**src/rtl/shift_pkg.sv**
```systemverilog
// Shared constants for the shift_midpoint_gen2 block: shift mode encodings
// and the default debounce length.
package shift_pkg;

  localparam logic [1:0] MODE_SHL = 2'b00;
  localparam logic [1:0] MODE_SHR = 2'b01;
  localparam logic [1:0] MODE_ROL = 2'b10;
  localparam logic [1:0] MODE_ROR = 2'b11;

  localparam int DEFAULT_DEBOUNCE_CYCLES = 10;

endpackage

```
**src/rtl/shift_midpoint_gen2_if.sv**
```systemverilog
// Board-side bundle of shift_midpoint_gen2: raw button/switch inputs,
// mode select and the LED / serial outputs.
interface shift_midpoint_gen2_if #(
  parameter int WIDTH = 8,
  parameter int CNT_W = $clog2(WIDTH + 1)
);

  logic             btn0;
  logic             switch0;
  logic             switch1;
  logic [1:0]       mode;
  logic [WIDTH-1:0] parallelout;
  logic             serialout;
  logic [CNT_W-1:0] shift_count;
  logic             frame_done;

  modport master (
    output btn0, switch0, switch1, mode,
    input  parallelout, serialout, shift_count, frame_done
  );

  modport slave (
    input  btn0, switch0, switch1, mode,
    output parallelout, serialout, shift_count, frame_done
  );

endinterface

```
**src/rtl/input_sync_debounce.sv**
```systemverilog
// Two-flop synchroniser plus debouncer for one asynchronous board input;
// emits a conditioned level and single-cycle edge pulses aligned with its flips.
module input_sync_debounce #(
  parameter int DEBOUNCE_CYCLES = 10
) (
  input  logic clk,
  input  logic rst_n,
  input  logic noisy,
  output logic conditioned,
  output logic posedge_pulse,
  output logic negedge_pulse
);

  localparam int CW = (DEBOUNCE_CYCLES > 1) ? $clog2(DEBOUNCE_CYCLES) : 1;
  localparam logic [CW-1:0] LAST = CW'(DEBOUNCE_CYCLES - 1);

  logic          sync1_r;
  logic          sync2_r;
  logic          level_r;
  logic [CW-1:0] cnt_r;
  logic          rise_r;
  logic          fall_r;

  // Synchronise, count stable-but-different cycles, flip level when the count is met.
  always_ff @(posedge clk) begin
    if (!rst_n) begin
      sync1_r <= 1'b0;
      sync2_r <= 1'b0;
      level_r <= 1'b0;
      cnt_r   <= '0;
      rise_r  <= 1'b0;
      fall_r  <= 1'b0;
    end else begin
      sync1_r <= noisy;
      sync2_r <= sync1_r;
      rise_r  <= 1'b0;
      fall_r  <= 1'b0;
      if (sync2_r != level_r) begin
        if (cnt_r == LAST) begin
          level_r <= sync2_r;
          cnt_r   <= '0;
          rise_r  <= sync2_r;
          fall_r  <= ~sync2_r;
        end else begin
          cnt_r <= cnt_r + CW'(1);
        end
      end else begin
        cnt_r <= '0;
      end
    end
  end

  assign conditioned   = level_r;
  assign posedge_pulse = rise_r;
  assign negedge_pulse = fall_r;

endmodule

```
**src/rtl/shift_midpoint_gen2.sv**
```systemverilog
// Parametrised shift register fed by conditioned button/switch inputs, with
// four shift modes, a shift counter and a one-cycle frame-done pulse.
module shift_midpoint_gen2
  import shift_pkg::*;
#(
  parameter int               WIDTH           = 8,
  parameter logic [WIDTH-1:0] LOAD_VALUE      = WIDTH'(8'hA5),
  parameter int               DEBOUNCE_CYCLES = DEFAULT_DEBOUNCE_CYCLES,
  parameter int               CNT_W           = $clog2(WIDTH + 1)
) (
  input logic               clk,
  input logic               rst_n,
  shift_midpoint_gen2_if.slave bus
);

  localparam logic [CNT_W-1:0] WRAP = CNT_W'(WIDTH);

  logic btn_level_s, btn_rise_s, btn_fall_s;
  logic sw0_level_s, sw0_rise_s, sw0_fall_s;
  logic sw1_level_s, sw1_rise_s, sw1_fall_s;

  logic [WIDTH-1:0] parallelout_r;
  logic [CNT_W-1:0] shift_count_r;
  logic             frame_done_r;
  logic [WIDTH-1:0] shift_next_s;
  logic [CNT_W-1:0] cnt_inc_s;
  logic             load_s;
  logic             shift_s;
  logic             unused_s;

  input_sync_debounce #(.DEBOUNCE_CYCLES(DEBOUNCE_CYCLES)) u_btn0 (
    .clk(clk), .rst_n(rst_n), .noisy(bus.btn0),
    .conditioned(btn_level_s), .posedge_pulse(btn_rise_s), .negedge_pulse(btn_fall_s)
  );

  input_sync_debounce #(.DEBOUNCE_CYCLES(DEBOUNCE_CYCLES)) u_switch0 (
    .clk(clk), .rst_n(rst_n), .noisy(bus.switch0),
    .conditioned(sw0_level_s), .posedge_pulse(sw0_rise_s), .negedge_pulse(sw0_fall_s)
  );

  input_sync_debounce #(.DEBOUNCE_CYCLES(DEBOUNCE_CYCLES)) u_switch1 (
    .clk(clk), .rst_n(rst_n), .noisy(bus.switch1),
    .conditioned(sw1_level_s), .posedge_pulse(sw1_rise_s), .negedge_pulse(sw1_fall_s)
  );

  assign unused_s = &{1'b0, btn_level_s, btn_fall_s, sw0_rise_s, sw0_fall_s,
                      sw1_level_s, sw1_fall_s};

  // A load pulse always beats a coincident shift pulse.
  assign load_s    = btn_rise_s;
  assign shift_s   = sw1_rise_s & ~btn_rise_s;
  assign cnt_inc_s = shift_count_r + CNT_W'(1);

  // Candidate register value for the currently selected mode.
  always_comb begin
    shift_next_s = parallelout_r;
    case (bus.mode)
      MODE_SHL: shift_next_s = {parallelout_r[WIDTH-2:0], sw0_level_s};
      MODE_SHR: shift_next_s = {sw0_level_s, parallelout_r[WIDTH-1:1]};
      MODE_ROL: shift_next_s = {parallelout_r[WIDTH-2:0], parallelout_r[WIDTH-1]};
      MODE_ROR: shift_next_s = {parallelout_r[0], parallelout_r[WIDTH-1:1]};
      default:  shift_next_s = parallelout_r;
    endcase
  end

  // Shift register, shift counter and frame-done pulse.
  always_ff @(posedge clk) begin
    if (!rst_n) begin
      parallelout_r <= '0;
      shift_count_r <= '0;
      frame_done_r  <= 1'b0;
    end else begin
      frame_done_r <= 1'b0;
      if (load_s) begin
        parallelout_r <= LOAD_VALUE;
        shift_count_r <= '0;
      end else if (shift_s) begin
        parallelout_r <= shift_next_s;
        if (cnt_inc_s == WRAP) begin
          shift_count_r <= '0;
          frame_done_r  <= 1'b1;
        end else begin
          shift_count_r <= cnt_inc_s;
        end
      end else begin
        parallelout_r <= parallelout_r;
      end
    end
  end

  assign bus.parallelout = parallelout_r;
  assign bus.serialout   = bus.mode[0] ? parallelout_r[0] : parallelout_r[WIDTH-1];
  assign bus.shift_count = shift_count_r;
  assign bus.frame_done  = frame_done_r;

endmodule

```
**src/flat_wrapper.sv**
```systemverilog
// flat-port wrapper written by rule: the top's interface ports become plain ports
module shift_midpoint_gen2_flat import shift_pkg::*;
#(
  parameter int               WIDTH           = 8,
  parameter logic [WIDTH-1:0] LOAD_VALUE      = WIDTH'(8'hA5),
  parameter int               DEBOUNCE_CYCLES = DEFAULT_DEBOUNCE_CYCLES,
  parameter int               CNT_W           = $clog2(WIDTH + 1)
)
  (clk, rst_n, bus_btn0, bus_switch0, bus_switch1, bus_mode, bus_parallelout, bus_serialout, bus_shift_count, bus_frame_done);
  shift_midpoint_gen2_if #(.WIDTH(WIDTH), .CNT_W(CNT_W)) bus_i ();
  input logic clk;
  input logic rst_n;
  input wire logic [$bits(bus_i.btn0)-1:0] bus_btn0;
  input wire logic [$bits(bus_i.switch0)-1:0] bus_switch0;
  input wire logic [$bits(bus_i.switch1)-1:0] bus_switch1;
  input wire logic [$bits(bus_i.mode)-1:0] bus_mode;
  output wire logic [$bits(bus_i.parallelout)-1:0] bus_parallelout;
  output wire logic [$bits(bus_i.serialout)-1:0] bus_serialout;
  output wire logic [$bits(bus_i.shift_count)-1:0] bus_shift_count;
  output wire logic [$bits(bus_i.frame_done)-1:0] bus_frame_done;
  assign bus_i.btn0 = bus_btn0;
  assign bus_i.switch0 = bus_switch0;
  assign bus_i.switch1 = bus_switch1;
  assign bus_i.mode = bus_mode;
  assign bus_parallelout = bus_i.parallelout;
  assign bus_serialout = bus_i.serialout;
  assign bus_shift_count = bus_i.shift_count;
  assign bus_frame_done = bus_i.frame_done;
  shift_midpoint_gen2 #(.WIDTH(WIDTH), .LOAD_VALUE(LOAD_VALUE), .DEBOUNCE_CYCLES(DEBOUNCE_CYCLES), .CNT_W(CNT_W)) u_core (.clk(clk), .rst_n(rst_n), .bus(bus_i));
endmodule
```
**config.mk**
```make
export PLATFORM = sky130hd
export DESIGN_NAME = shift_midpoint_gen2_flat
export DESIGN_NICKNAME = d
export VERILOG_FILES = /design/src/rtl/shift_pkg.sv /design/src/rtl/shift_midpoint_gen2_if.sv /design/src/rtl/input_sync_debounce.sv /design/src/rtl/shift_midpoint_gen2.sv /design/src/flat_wrapper.sv
export SDC_FILE = /design/constraint.sdc
export NUM_CORES = 1
export LEC_CHECK = 0
export BUFFER_PORTS_ARGS = -buffer_cell sky130_fd_sc_hd__buf_2
export CAP_MARGIN = 0
export CORE_ASPECT_RATIO = 1.5
export CORE_MARGIN = 4
export CORE_UTILIZATION = 59
export DETAILED_ROUTE_END_ITERATION = 7
export MAX_ROUTING_LAYER = met4
export PLACE_DENSITY = 0.82
export SKIP_CTS_REPAIR_TIMING = 1
export SYNTH_ARGS = -nofsm -noshare
export SYNTH_HDL_FRONTEND = slang
export SYNTH_SLANG_ARGS = --single-unit
```
**constraint.sdc**
```tcl
create_clock -name clk -period 3.2 [get_ports clk]
set_clock_uncertainty 0.15 [all_clocks]
set_input_delay 0.16 -clock clk [delete_from_list [all_inputs] [get_ports clk]]
set_output_delay 0.16 -clock clk [all_outputs]
set_load 0.01 [all_outputs]
```
### Yosys cells after proc, flatten, opt, wreduce, memory -nomap -nowiden

Cells that the tools add are included.

* output and inout port bits: 14
* bits in registers: 36
* ROM bits: 0
* bits in latches: 0
* RAM bits: 0
* memories kept: 0
* word-level logic and storage cells: 57

* multiply operators: 0
* $lt $le $gt $ge: 0
* shifts and indexed selects: 0
* divide/modulo/power cells: 0
* eq/ne operators: 10
* bitwise logic cells: 7
* mux-type cells: 6
* add/subtract/negate cells: 4
* reduce and logical (&&, ||, !) cells: 12

Operators by type and width (count)
* 8-bit one-hot mux with 4 select lines: 1
* 4-bit by 1-bit adder with 4-bit output, second input constant: 4
* 4-bit equality test, second input constant: 4
* 8-bit two-way mux: 2
* 3-bit OR reduction: 4
* 1-bit NOT: 6
* 2-bit AND reduction: 3
* 3-bit AND reduction: 2
* 2-bit equality test, second input constant: 2
* 4-bit two-way mux: 1
* 1-bit != test: 3
* 2-bit by 1-bit equality test with 1-bit output, second input constant: 1
* 2-bit logical NOT: 1
* 1-bit two-way mux: 2
* 2-bit nonzero test: 1
* 2-bit OR reduction: 1
* 1-bit bitwise AND: 1

### Logic depth before layout (Yosys ltp)

* depth in word-level cells: 4
* mapped depth: 5

### Hierarchy

A second synthesis with hierarchy kept.

* cell total of the unflattened synthesis: 158
* area total of the unflattened synthesis: 1630.3 um^2

Modules (own cells, without submodules)
* input_sync_debounce: instances 3, cells an instance 29, area each 325.3 um^2, sequential area each 180.2 um^2
* shift_midpoint_gen2: instances 1, cells an instance 71, area each 654.4 um^2, sequential area each 260.2 um^2

### Least setup slack after synthesis

Ideal clock, no wire load.

* path kind: reg2reg
* from: register u_core.shift_count_r[0], in the netlist u_core.bus.shift_count[0]
* to: register u_core.shift_count_r[0], in the netlist u_core.bus.shift_count[0]
* arrival: 1.046 ns
* cell stages (with the launch flop): 4
* buffers on the path: 0
* library setup time: 0.070 ns
* setup slack: 1.935 ns
* cell sequence: dfxtp_1 > ha_1 > a311o_1 > a21oi_1

* longest elaborated chain between the ends: 3

RTL lines
* start, declared: RTL line shift_midpoint_gen2.sv:23 `logic [CNT_W-1:0] shift_count_r;`
* start signal, assigned: RTL line shift_midpoint_gen2.sv:83 `shift_count_r <= cnt_inc_s;`
* 4-bit by 1-bit adder with 4-bit output (*): RTL line shift_midpoint_gen2.sv:52 `assign cnt_inc_s = shift_count_r + CNT_W'(1);`
* 4-bit equality test: RTL line shift_midpoint_gen2.sv:79 `if (cnt_inc_s == WRAP) begin`
* 4-bit two-way mux (*): RTL line shift_midpoint_gen2.sv:79

Mark *: on every way between the ends. The rest lies on a longest branch, timed or not.
A chain may end at the register's enable or synchronous reset.

### Worst setup path in the final report

* from: register u_core.u_switch1.rise_r, in the netlist u_core.u_switch1.posedge_pulse
* to: register u_core.shift_count_r[0], in the netlist u_core.bus.shift_count[0]

* longest elaborated chain between the ends: 1

RTL lines
* start, declared: RTL line input_sync_debounce.sv:21 `logic rise_r;`
* start signal, assigned: RTL line input_sync_debounce.sv:42 `rise_r <= sync2_r;`
* 1-bit bitwise AND: RTL line shift_midpoint_gen2.sv:51 `assign shift_s = sw1_rise_s & ~btn_rise_s;`

No other way between the ends.

==> qor.csv <==
stage,metric,value,unit
status,status,"finished, final reports clean",
die,die_y,69.7,um
global_route,antenna_found_initial,0,
synthesis,synth.largest_area_cell,dfxtp_1,
detailed_routing,drt-wirelength-per-cell,12.5,um
sta,min_period_over_period,50.2,%
pwr,p_total,0.723,mW
detailed_routing,drt-total-wl,2.46,mm
die,ioPinCount,21,
die,die_w,49.2,um
die,placementRows,22,
global_route,first_global_vias,1017,
worst_setup_path,crit_path_end_kind,register,
synthesis,synth_area_leaders,"dfxtp_1 48%, mux2i_1 7.3%, ha_1 5.8%, nor2_1 5.0%, xor2_1 4.1%",
die,start_util,61.2,%
cts,cts_buffers,5,
cts,htree_num_levels,2,
placement,hpwl,1.82,mm
synthesis,yosys_warnings,0,
detailed_routing,m1WireLength,867,um
synthesis,synth.net_count,162,
cts,clock_latency,0.33,ns
detailed_routing,dr_wl_met2,1.39,mm
pwr,power_density,434,nW/um2
synthesis,synth_area,1500,um2
worst_setup_path,regToRegSetupSlack,1.59,ns
global_route,grt_max_degree,21,
sta,finalCriticalPeriod,1.61,ns
detailed_routing,dr.first_iter.drc_count,26,
synthesis,synth_cell_types,33,
sta,finalSetupViolCount,0,
cts,root_buffer,clkbuf_4,
placement,io_buffers,20,
sta,fin_ws,1.59,ns
global_route,grt_pass1_wl,4.13,mm
detailed_routing,antenna_left,0,
worst_setup_path,slowest_delay,0.73,ns
cts,cts.sinks,36,
synthesis,yosysTopAreaCellShare,48.1,%
sta,tightest_slew,0.612,ns
pwr,ir_drop,0.411,mV
worst_setup_path,required,3.31,ns
worst_setup_path,start_kind,register,
synthesis,synth_common_cells,"36 x dfxtp_1, 20 x nor2_1, 11 x mux2i_1",
placement,gp_congestion,0.738,
synthesis,syn_inst,148,
detailed_routing,drt_first_pass_iters,4,
flow_run,maxCapViolCount,0,
synthesis,synthArstFlopShare,0,%
sta,relSlewSlack,59.2,%
global_route,gr-usage-all-layers,16.3,%
sta,slew_violations,0,
synthesis,yosysMostFrequentCell,dfxtp_1,
sta,rsz0062_at_grt,false,
worst_setup_path,worstPathMaxFanout,20,
detailed_routing,dr_wl_met3,145,um
sta,fmax,623,MHz
cts,cts_tree,yes,
layout,drive_above_1_share,17.3,%
layout,area_growth,11.0,%
detailed_routing,top_layer,met4,
worst_setup_path,critPathArrivalTime,1.72,ns
sta,fin_hold_ws,0.0297,ns
layout,nNetsFinal,186,
synthesis,syn_area_per_cell,10.1,um2
synthesis,synth-edff-count,0,
synthesis,synth_seq_cells,36,
detailed_routing,drc,0,
worst_setup_path,cpMaxStageDelayCell,dfxtp_1,
synthesis,synth_seq_area_share,48.1,%
die,core_area,2450,um2
layout,diodes,0,
detailed_routing,via_per_inst,5.41,
worst_hold_path,hp-class,input pin to register,
global_route,grt_overflow,0,
pwr,leakagePower,0.711,nW
sta,tns,0,ns
cts,clk_transition_reported_paths,0.10,ns
worst_setup_path,crit_chain,"inv_1, a311o_1, a21oi_1",
cts,clockBufferDepth,2,
synthesis,ys.flop_type,dfxtp_1,
placement,pre_cts_ws,1.63,ns
die,die_area,3430,um2
sta,hold_viol,0,
detailed_routing,vias,1066,
worst_setup_path,crit_type,register to register,
## power breakdown
part / switching (mW) / leakage [nW] / total (mW) / internal (mW)
Sequential: 0.00284 / 0.291 / 0.455 / 0.452
Clock: 0.135 / 0.0326 / 0.243 / 0.108
Combinational: 0.0119 / 0.387 / 0.0239 / 0.0119
Total: 0.150 / 0.711 / 0.723 / 0.573
## metal layers
| metal | vias to the layer above | track usage [%] |
|---|---|---|
| li1 | 549 | - |
| met1 | 483 | 14.5 |
| met2 | 29 | 28.7 |
| met3 | 5 | 6.67 |
| met4 | 0 | 8.54 |
| met5 | - | - |
## registers in the layout, summed over array words and instances, names as in the netlist
register                        cells
u_core.bus.frame_done               1
u_core.bus.parallelout              8
u_core.bus.shift_count              4
u_core.u_btn0.cnt_r                 4
u_core.u_btn0.conditioned           1
u_core.u_btn0.posedge_pulse         1
u_core.u_btn0.sync1_r               1
u_core.u_btn0.sync2_r               1
u_core.u_switch0.cnt_r              4
u_core.u_switch0.conditioned        1
u_core.u_switch0.sync1_r            1
u_core.u_switch0.sync2_r            1
u_core.u_switch1.cnt_r              4
u_core.u_switch1.conditioned        1
u_core.u_switch1.posedge_pulse      1
u_core.u_switch1.sync1_r            1
u_core.u_switch1.sync2_r            1
## cells by family (layout without fill, tap and decap cells)
| family | after synthesis | after routing | synth area share, % |
|---|---|---|---|
| mux | 13 | 13 | 8.85 |
| flops | 36 | 36 | 48.1 |
| buf+inv | 10 | 35 | 4.59 |
| simple gates | 53 | 53 | 18.2 |
| xor+xnor | 11 | 11 | 6.43 |
| compound gates | 18 | 18 | 8.01 |
| fa+ha+maj | 7 | 7 | 5.84 |
## cells in the final DEF (no fill, tap or decap), drive strengths merged, types with 4 or more instances in the layout
cell type,n
a21oi,6
clkbuf,8
and2,6
inv,4
ha,7
nor2,20
buf,20
mux2i,11
xnor2,4
xor2,7
a211oi,4
nand3,8
nand2,5
dfxtp,36
## metrics by stage
step,utilization (%),cells,instance area [um2]
global placement,64.3,186,1580
CTS,66.7,194,1630
detailed placement,64.3,186,1580
finish,67.9,197,1660
floorplan,-,148,1500
global route,67.9,197,1660
## critical path: cells and delay by family (launching register included)
kind / cells / cell delay, ns
buffers and inverters: 1 / 0.18
DFF: 1 / 0.73
AOI/OAI and AO/OA: 2 / 0.47
## worst paths after layout
| check | cells after the start | to | start |
|---|---|---|---|
| setup / recovery | 3 | u_core.bus.shift_count[0] | u_core.u_switch1.posedge_pulse |
| hold / removal | 3 | u_core.u_switch1.posedge_pulse | rst_n |
| setup reg to reg | 3 | u_core.bus.shift_count[0] | u_core.u_switch1.posedge_pulse |
| hold reg to reg | 1 | u_core.u_switch1.sync2_r | u_core.u_switch1.sync1_r |
## cell type report
type                    count  area [um2]
fillers                   193         786
flip-flops and latches     36         721
multi-input cells         102         709
repair buffers             23         130
clock buffers               8        58.8
well taps                  24        30.0
inverters                   4        15.0
Power figures use the tool's default switching activity.
